### config.mk
export PLATFORM = sky130hd
export DESIGN_NAME = cpu_prefetch_queue
export DESIGN_NICKNAME = d
export VERILOG_FILES = /design/src/rtl/cpu_prefetch_queue.sv
export SDC_FILE = /design/constraint.sdc
export NUM_CORES = 1
export LEC_CHECK = 0
export ABC_AREA = 1
export BUFFER_PORTS_ARGS = -buffer_cell sky130_fd_sc_hd__buf_2
export CAP_MARGIN = 20
export CORE_ASPECT_RATIO = 1.5
export CORE_UTILIZATION = 53
export CTS_CLUSTER_DIAMETER = 30
export CTS_CLUSTER_SIZE = 8
export DETAILED_ROUTE_END_ITERATION = 16
export PLACE_DENSITY_LB_ADDON = 0.2
export SLEW_MARGIN = 20
export SYNTH_ARGS = -nofsm -noshare
export SYNTH_HDL_FRONTEND = slang
export SYNTH_SLANG_ARGS = --single-unit
### constraint.sdc
create_clock -name i_clk -period 4.01 [get_ports i_clk]
set_clock_uncertainty 0.1 [all_clocks]
set_input_delay 0.802 -clock i_clk [delete_from_list [all_inputs] [get_ports i_clk]]
set_output_delay 0.802 -clock i_clk [all_outputs]
set_load 0.01 [all_outputs]
### src/rtl/cpu_prefetch_queue.sv
// Purpose : sequential instruction prefetch buffer between instruction memory and the fetch stage.
// Latency : a word acked by memory is visible at the head one cycle after the ack (push latency 1).
// Backpre.: a new request is issued only when a FIFO slot is reserved for it; i_ready=0 stalls memory reads.
//
// Ports
//   i_clk, i_reset_n            clock, asynchronous active-low reset
//   i_flush, i_flush_pc         redirect: empty the queue and restart fetching at i_flush_pc
//   o_mem_req, o_mem_addr       registered single-outstanding read request to instruction memory
//   i_mem_ack, i_mem_data       read completion and returned instruction word
//   o_valid, o_instruction,     queue head (combinational from storage); NOP/0 when empty
//   o_pc, i_ready               head is popped on o_valid & i_ready
module cpu_prefetch_queue #(
   parameter int unsigned     XLEN     = 32,
   parameter int unsigned     DEPTH    = 4,
   parameter logic [XLEN-1:0] RESET_PC = '0
) (
   input  logic            i_clk,
   input  logic            i_reset_n,
   input  logic            i_flush,
   input  logic [XLEN-1:0] i_flush_pc,
   output logic            o_mem_req,
   output logic [XLEN-1:0] o_mem_addr,
   input  logic            i_mem_ack,
   input  logic [XLEN-1:0] i_mem_data,
   output logic            o_valid,
   output logic [XLEN-1:0] o_instruction,
   output logic [XLEN-1:0] o_pc,
   input  logic            i_ready
);

   localparam int unsigned     PW  = $clog2(DEPTH);
   localparam int unsigned     CW  = PW + 1;
   localparam logic [XLEN-1:0] NOP = XLEN'(32'h0000_0013);

   // DRAIN: a request issued before a flush is still in flight; its data must be thrown away
   typedef enum logic {
      ST_FETCH,
      ST_DRAIN
   } state_t;

   state_t          state_q, state_d;
   logic [XLEN-1:0] fetch_pc_q, fetch_pc_d;
   logic [XLEN-1:0] mem_addr_q, mem_addr_d;
   logic            mem_req_q, mem_req_d;
   logic [CW-1:0]   count_q, count_d;
   logic [PW-1:0]   wr_ptr_q, wr_ptr_d;
   logic [PW-1:0]   rd_ptr_q, rd_ptr_d;

   logic [XLEN-1:0] ins_mem [DEPTH];
   logic [XLEN-1:0] pc_mem  [DEPTH];

   logic ack;
   logic push;
   logic pop;
   logic head_vld;

   assign ack      = i_mem_ack & mem_req_q;   // acks without a request are ignored
   assign head_vld = (count_q != '0);

   always_comb begin
      state_d    = state_q;
      fetch_pc_d = fetch_pc_q;
      mem_addr_d = mem_addr_q;
      mem_req_d  = mem_req_q;
      count_d    = count_q;
      wr_ptr_d   = wr_ptr_q;
      rd_ptr_d   = rd_ptr_q;
      push       = 1'b0;
      pop        = 1'b0;

      if (i_flush) begin
         // flush beats push and pop: queue emptied, any ack data this cycle is dropped
         count_d    = '0;
         wr_ptr_d   = '0;
         rd_ptr_d   = '0;
         fetch_pc_d = i_flush_pc;
         if (!mem_req_q || ack) begin
            mem_req_d  = 1'b1;
            mem_addr_d = i_flush_pc;
            state_d    = ST_FETCH;
         end else begin
            // old request still pending: keep its address stable and wait for its ack
            state_d = ST_DRAIN;
         end
      end else if (state_q == ST_DRAIN) begin
         if (ack) begin
            mem_req_d  = 1'b1;
            mem_addr_d = fetch_pc_q;
            state_d    = ST_FETCH;
         end
      end else begin
         push    = ack;
         pop     = head_vld & i_ready;
         count_d = count_q + CW'(push) - CW'(pop);
         if (push) begin
            fetch_pc_d = fetch_pc_q + XLEN'(4);
            wr_ptr_d   = wr_ptr_q + PW'(1);
         end
         if (pop) begin
            rd_ptr_d = rd_ptr_q + PW'(1);
         end
         // a pending unacked request keeps its slot reserved; otherwise only issue
         // when the word it returns is guaranteed a free entry
         if (!(mem_req_q && !ack)) begin
            mem_req_d  = (count_d < CW'(DEPTH));
            mem_addr_d = fetch_pc_d;
         end
      end
   end

   always_ff @(posedge i_clk or negedge i_reset_n) begin
      if (!i_reset_n) begin
         state_q    <= ST_FETCH;
         fetch_pc_q <= RESET_PC;
         mem_addr_q <= RESET_PC;
         mem_req_q  <= 1'b0;
         count_q    <= '0;
         wr_ptr_q   <= '0;
         rd_ptr_q   <= '0;
      end else begin
         state_q    <= state_d;
         fetch_pc_q <= fetch_pc_d;
         mem_addr_q <= mem_addr_d;
         mem_req_q  <= mem_req_d;
         count_q    <= count_d;
         wr_ptr_q   <= wr_ptr_d;
         rd_ptr_q   <= rd_ptr_d;
      end
   end

   // storage needs no reset: entries are only observed while counted valid
   always_ff @(posedge i_clk) begin
      if (push) begin
         ins_mem[wr_ptr_q] <= i_mem_data;
         pc_mem[wr_ptr_q]  <= mem_addr_q;
      end
   end

   assign o_mem_req     = mem_req_q;
   assign o_mem_addr    = mem_addr_q;
   assign o_valid       = head_vld;
   assign o_instruction = head_vld ? ins_mem[rd_ptr_q] : NOP;
   assign o_pc          = head_vld ? pc_mem[rd_ptr_q] : '0;

endmodule

# After elaboration in Yosys (flattened, before gate mapping)
# Memories as Yosys holds them, arrays and structs flattened.
# Cells that the tools add are included.
[totals]
output_inout_bits = 98
ram_bits = 256
wordCells = 62
reg_bits = 73
memories = 2
[classes]
n_reduce_logical = 10
n_eq_ne = 4
bitwise = 2
addsub = 5
mux = 31
magnitude_cmp = 1
[mem_list]
columns = ["memory", "depth", "word_bits", "rd", "rd_clocked_by_memory_dff", "wr", "line", "text"]
rows = [
  ["ins_mem", 4, 32, 1, 0, 1, "49", "logic [XLEN-1:0] ins_mem [DEPTH];"],
  ["pc_mem", 4, 32, 1, 0, 1, "50", "logic [XLEN-1:0] pc_mem [DEPTH];"],
]
[op_table]
columns = ["cell", "n"]
rows = [
  ["32-bit 2-to-1 mux", 10],
  ["32-bit by 3-bit adder with 32-bit output (second input constant)", 1],
  ["1-bit 2-to-1 mux", 13],
  ["2-bit 2-to-1 mux", 6],
  ["3-bit 2-to-1 mux", 2],
  ["2-bit by 1-bit adder with 2-bit output (second input constant)", 2],
  ["2-bit AND reduction", 2],
  ["2-bit nonzero test", 2],
  ["3-bit by 1-bit adder with 3-bit output", 1],
  ["3-bit < comparator (second input constant)", 1],
  ["3-bit by 2-bit != test with 1-bit output (second input constant)", 1],
  ["3-bit != test (second input constant)", 1],
  ["3-bit AND reduction", 1],
  ["3-bit nonzero test", 1],
  ["3-bit by 1-bit subtractor with 3-bit output", 1],
  ["1-bit AND", 2],
  ["1-bit zero test", 2],
  ["2-bit by 1-bit != test with 1-bit output (second input constant)", 1],
  ["2-bit != test (second input constant)", 1],
  ["1-bit logical AND", 1],
  ["1-bit logical OR", 1],
]

# Logic depth before layout (Yosys ltp)
[logic_depth]
depth_word = 7
depth_mapped = 12
depth_no_buf = 12

# Least setup slack after synthesis
# OpenSTA, ideal clock, no wires.
[synth_path]
path_kind = "input port to flip-flop"
from = "in i_flush"
to = "mem ins_mem[0][0] (enable)"
n_path_buf = 2
path_stages = 5
setup_slack_ps = -706
arrival_time_ps = 4130
cell_sequence = "buf_2 > nor2_2 > buf_2 > nand2_1 > nor2_1"
[synth_between]
elab_chain_cells = 3
[synth_rtl]
columns = ["item", "line", "text"]
rows = [
  ["start: declaration", "19", "input logic i_flush,"],
  ["1-bit 2-to-1 mux", "71", "if (i_flush) begin"],
  ["1-bit 2-to-1 mux", "133", "if (push) begin"],
  ["1-bit 2-to-1 mux (not written as such)", "134", "ins_mem[wr_ptr_q] <= i_mem_data;"],
  ["end: declaration", "49", ""],
]
# No other way between the ends.

# Worst setup path in the final report
[layout_path]
from = "reg count_q[1]"
to = "out o_pc[23]"
[layout_between]
elab_chain_cells = 2
[layout_rtl]
columns = ["item", "line", "text"]
rows = [
  ["start: declaration", "45", "logic [CW-1:0] count_q, count_d;"],
  ["start signal: assignment", "125", "count_q <= count_d;"],
  ["3-bit nonzero test", "58", "assign head_vld = (count_q != '0);"],
  ["32-bit 2-to-1 mux", "143", "assign o_pc = head_vld ? pc_mem[rd_ptr_q] : '0;"],
  ["end: declaration", "27", "output logic [XLEN-1:0] o_pc,"],
]
# No other way between the ends.

==> run summary <==
Status: complete, no violations
H-Tree Depth: 2
Final Worst Setup Slack: 0.6563 ns
Antenna violations before repair: 1
Setup Viol. Count Final: 0
Setup Fix Bufs, Post-CTS: 0
Sink Count: 329
Global-route wire length before repair: 51710 um
Area contributors post-synth: edfxtp_1 55%, dfrtp_1 13%, nor2_1 8.1%, nand2_1 6.1%, o21ai_0 5.1%
Hold Vio Cnt, Final: 0
CP Data Arrival Time: 2.45 ns
Post-synth top area share: 55.16%
Max FO, Critical Path: 61
Die Span Y: 200.6 um
Max cap viols: 0
Peak supply drop: 0.0004557 V
PwrDens: 696.5 mW/mm^2
Unrepaired setup endpoints after global routing: no
Reg-to-Reg End: count_q[2]$_DFFE_PN0N_
Pin count of the biggest net entering global routing: 70
Initial DRT Pass Iterations: 5
DR vias/cell: 5.420
TritonCTS clock tree: done
Grt ovf: 0
Crit-path slowest cell: buf_4
Max-slew violations: 0
Sequential share of the synthesized area: 68.27%
Post-synth top cells: 299 x nor2_1, 256 x edfxtp_1, 228 x nand2_1, 143 x o21ai_0, 73 x dfrtp_1
Tot Pwr: 11.60 mW
Cts hold-fix bufs: 0
Gr usage total: 25.15%
Post-route DRC: 0
Synth Cell Area: 0.01394 mm^2
Synth Area per Inst: 10.58 um^2
Hold Path Class: in2async
Critical Path Start: count_q[1]$_DFFE_PN0N_
RR Startpoint: count_q[1]$_DFFE_PN0N_
Skew-Pair Late Insertion Delay: 0.54 ns
Critical Path Source Type: flip-flop
Critical Path Sink: o_pc[23]
Pre-CTS WS: 1.101 ns
Die area: 0.02696 mm^2
Synthesized flop and latch total: 329
WHS: 0.2829 ns
Max Root-Sink Buffers: 3
Mean routed wirelength per cell: 17.83 um
Min cycle time layout: 3.354 ns
CTS resizes: 0
Synthesized Nets: 1394
Post-synth top flop: edfxtp_1
Fmax: 298.2 MHz
Detailed Route WL: 33190 um
Rel. slew slack: 39.98%
Fin crit share: 83.63%
Die width: 134.4 um
Core Area: 0.02585 mm^2
WS Path Type: reg2out
Slew @ Worst Pin: 0.9002 ns
Count leader, synth: nor2_1
Port Buffer Count: 166
Total Neg Setup Slack: 0 ns
EDFF count, synth: 256
Crit end category: output pin
Reg clk slew, reported paths: 0.05 ns
Warnings from Yosys: 0
1st-iter DRT viols: 665
LEAKAGE: 6.801 nW
Post-synth cell types: 37
R2R cell count: 12
Synth-to-layout area growth: 19.51%
Initial Utilization: 53.90%
Layout cells sized above 1: 18.73%
Total Nets Final: 1571
Num CTS Buffers: 50
Root buf cell: clkbuf_16
Worst endpoint required time: 3.11 ns
Crit-path max cell delay: 0.65 ns
Area leader, netlist: edfxtp_1
GPL Wtd Cong: 0.9349
R2r setup slk: 1.49 ns
Via count: 10086
ANT nets after route: 0
Post-DP HPWL: 20270 um
Vias in the first global route: 10062
I/O pins: 167
Syn Inst Count: 1317
CP cell instances: nor2_1 > nand2_1 > inv_2 > buf_4 > a21oi_1 > buf_2
Asr flop ratio synth: 22.19%
Row count: 72
[registers in the layout, indices dropped and copies added, names as in the netlist]
register    flops
count_q         3
fetch_pc_q     32
ins_mem       128
o_mem_addr     32
o_mem_req       1
pc_mem        128
rd_ptr_q        2
state_q         1
wr_ptr_q        2
[critical path, delay by kind of cell, from the launching register on]
kind                   cells  cell delay [ns]
AO/OA/AOI/OAI              1             0.20
buffers and inverters      3             0.96
flip-flops                 1             0.43
AND/OR/NAND/NOR            2             0.30
[per-stage QoR]
stage	cells	util (%)	area (um^2)
after floorplan	1317	-	13940
after global placement	1775	58.51	15130
after detailed placement	1775	58.51	15130
after CTS	1860	64.41	16650
after global routing	1861	64.42	16650
final	1861	64.42	16650
[power breakdown]
part / internal, mW / total [mW] / leakage [nW] / switching (mW)
registers: 4.31 / 4.75 / 3.23 / 0.438
logic: 0.942 / 2.95 / 2.83 / 2.01
clock network: 2.54 / 3.90 / 0.741 / 1.37
[cell families (layout without fill, tap and decap cells)]
kind of cell / count (synthesis) / in the layout / share of synthesized area [%]
buffers and inverters: 131 / 341 / 3.807
adders and majority gates: 8 / 8 / 0.7721
other: 0 / 1 / 0
and+or+nand+nor: 609 / 609 / 17.94
xor gates and xnor gates: 10 / 10 / 0.6285
DFF: 329 / 329 / 68.27
AOI/OAI and AO/OA: 230 / 230 / 8.583
[cells in the final DEF (no fill, tap or decap), types with 3 or more instances in the layout]
cell / synthesis / routed
a21oi_1: 64 / 64
a22o_1: 3 / 3
a31oi_1: 3 / 3
buf_2: 21 / 166
buf_4: 0 / 21
clkbuf_1: 35 / 21
clkbuf_16: 0 / 53
clkbuf_8: 0 / 5
clkinv_1: 0 / 3
clkinv_2: 0 / 3
dfrtp_1: 73 / 71
edfxtp_1: 256 / 256
ha_1: 7 / 7
inv_1: 62 / 61
inv_2: 5 / 5
nand2_1: 228 / 228
nand2_2: 5 / 5
nand3_1: 52 / 52
nand3_2: 3 / 3
nand4_1: 4 / 4
nor2_1: 299 / 295
nor2_2: 7 / 7
nor2_4: 3 / 7
o21ai_0: 143 / 143
o21ai_1: 7 / 7
o21bai_1: 3 / 3
o311ai_0: 3 / 3
xnor2_1: 3 / 3
xor2_1: 7 / 7
[layer usage]
layer	routed length [um]	vias to the layer above	global-route usage (%)
met5	0	-	0
met3	1915	90	3.939
met2	16900	353	44.00
met1	12970	4832	29.43
met4	1401	0	13.64
li1	-	4811	-
[area by class of cell]
cell class	instances	area, um^2
Antenna cell	1	2.502
Multi-Input combinational cell	857	3921
Clock buffer	79	1474
Clock inverter	6	51.30
Sequential cell	329	9519
Timing Repair Buffer	188	1008
Tap cell	333	416.7
Fill cell	2032	9200
Inverter	68	261.5
[worst min path at each step]
| stage | end | slack, ns | cells past startpoint |
|---|---|---|---|
| detailed placement | fetch_pc_q[0]$_DFFE_PN0P_ | 0.36 | 2 |
| finish | fetch_pc_q[20]$_DFFE_PN0N_ | 0.28 | 1 |
| CTS | fetch_pc_q[20]$_DFFE_PN0N_ | 0.30 | 1 |
| global placement | fetch_pc_q[0]$_DFFE_PN0P_ | 0.35 | 2 |
| floorplan | fetch_pc_q[0]$_DFFE_PN0P_ | 0.34 | 2 |
| global route | fetch_pc_q[17]$_DFFE_PN0N_ | 0.34 | 1 |
(Power assumes the default switching activity.)
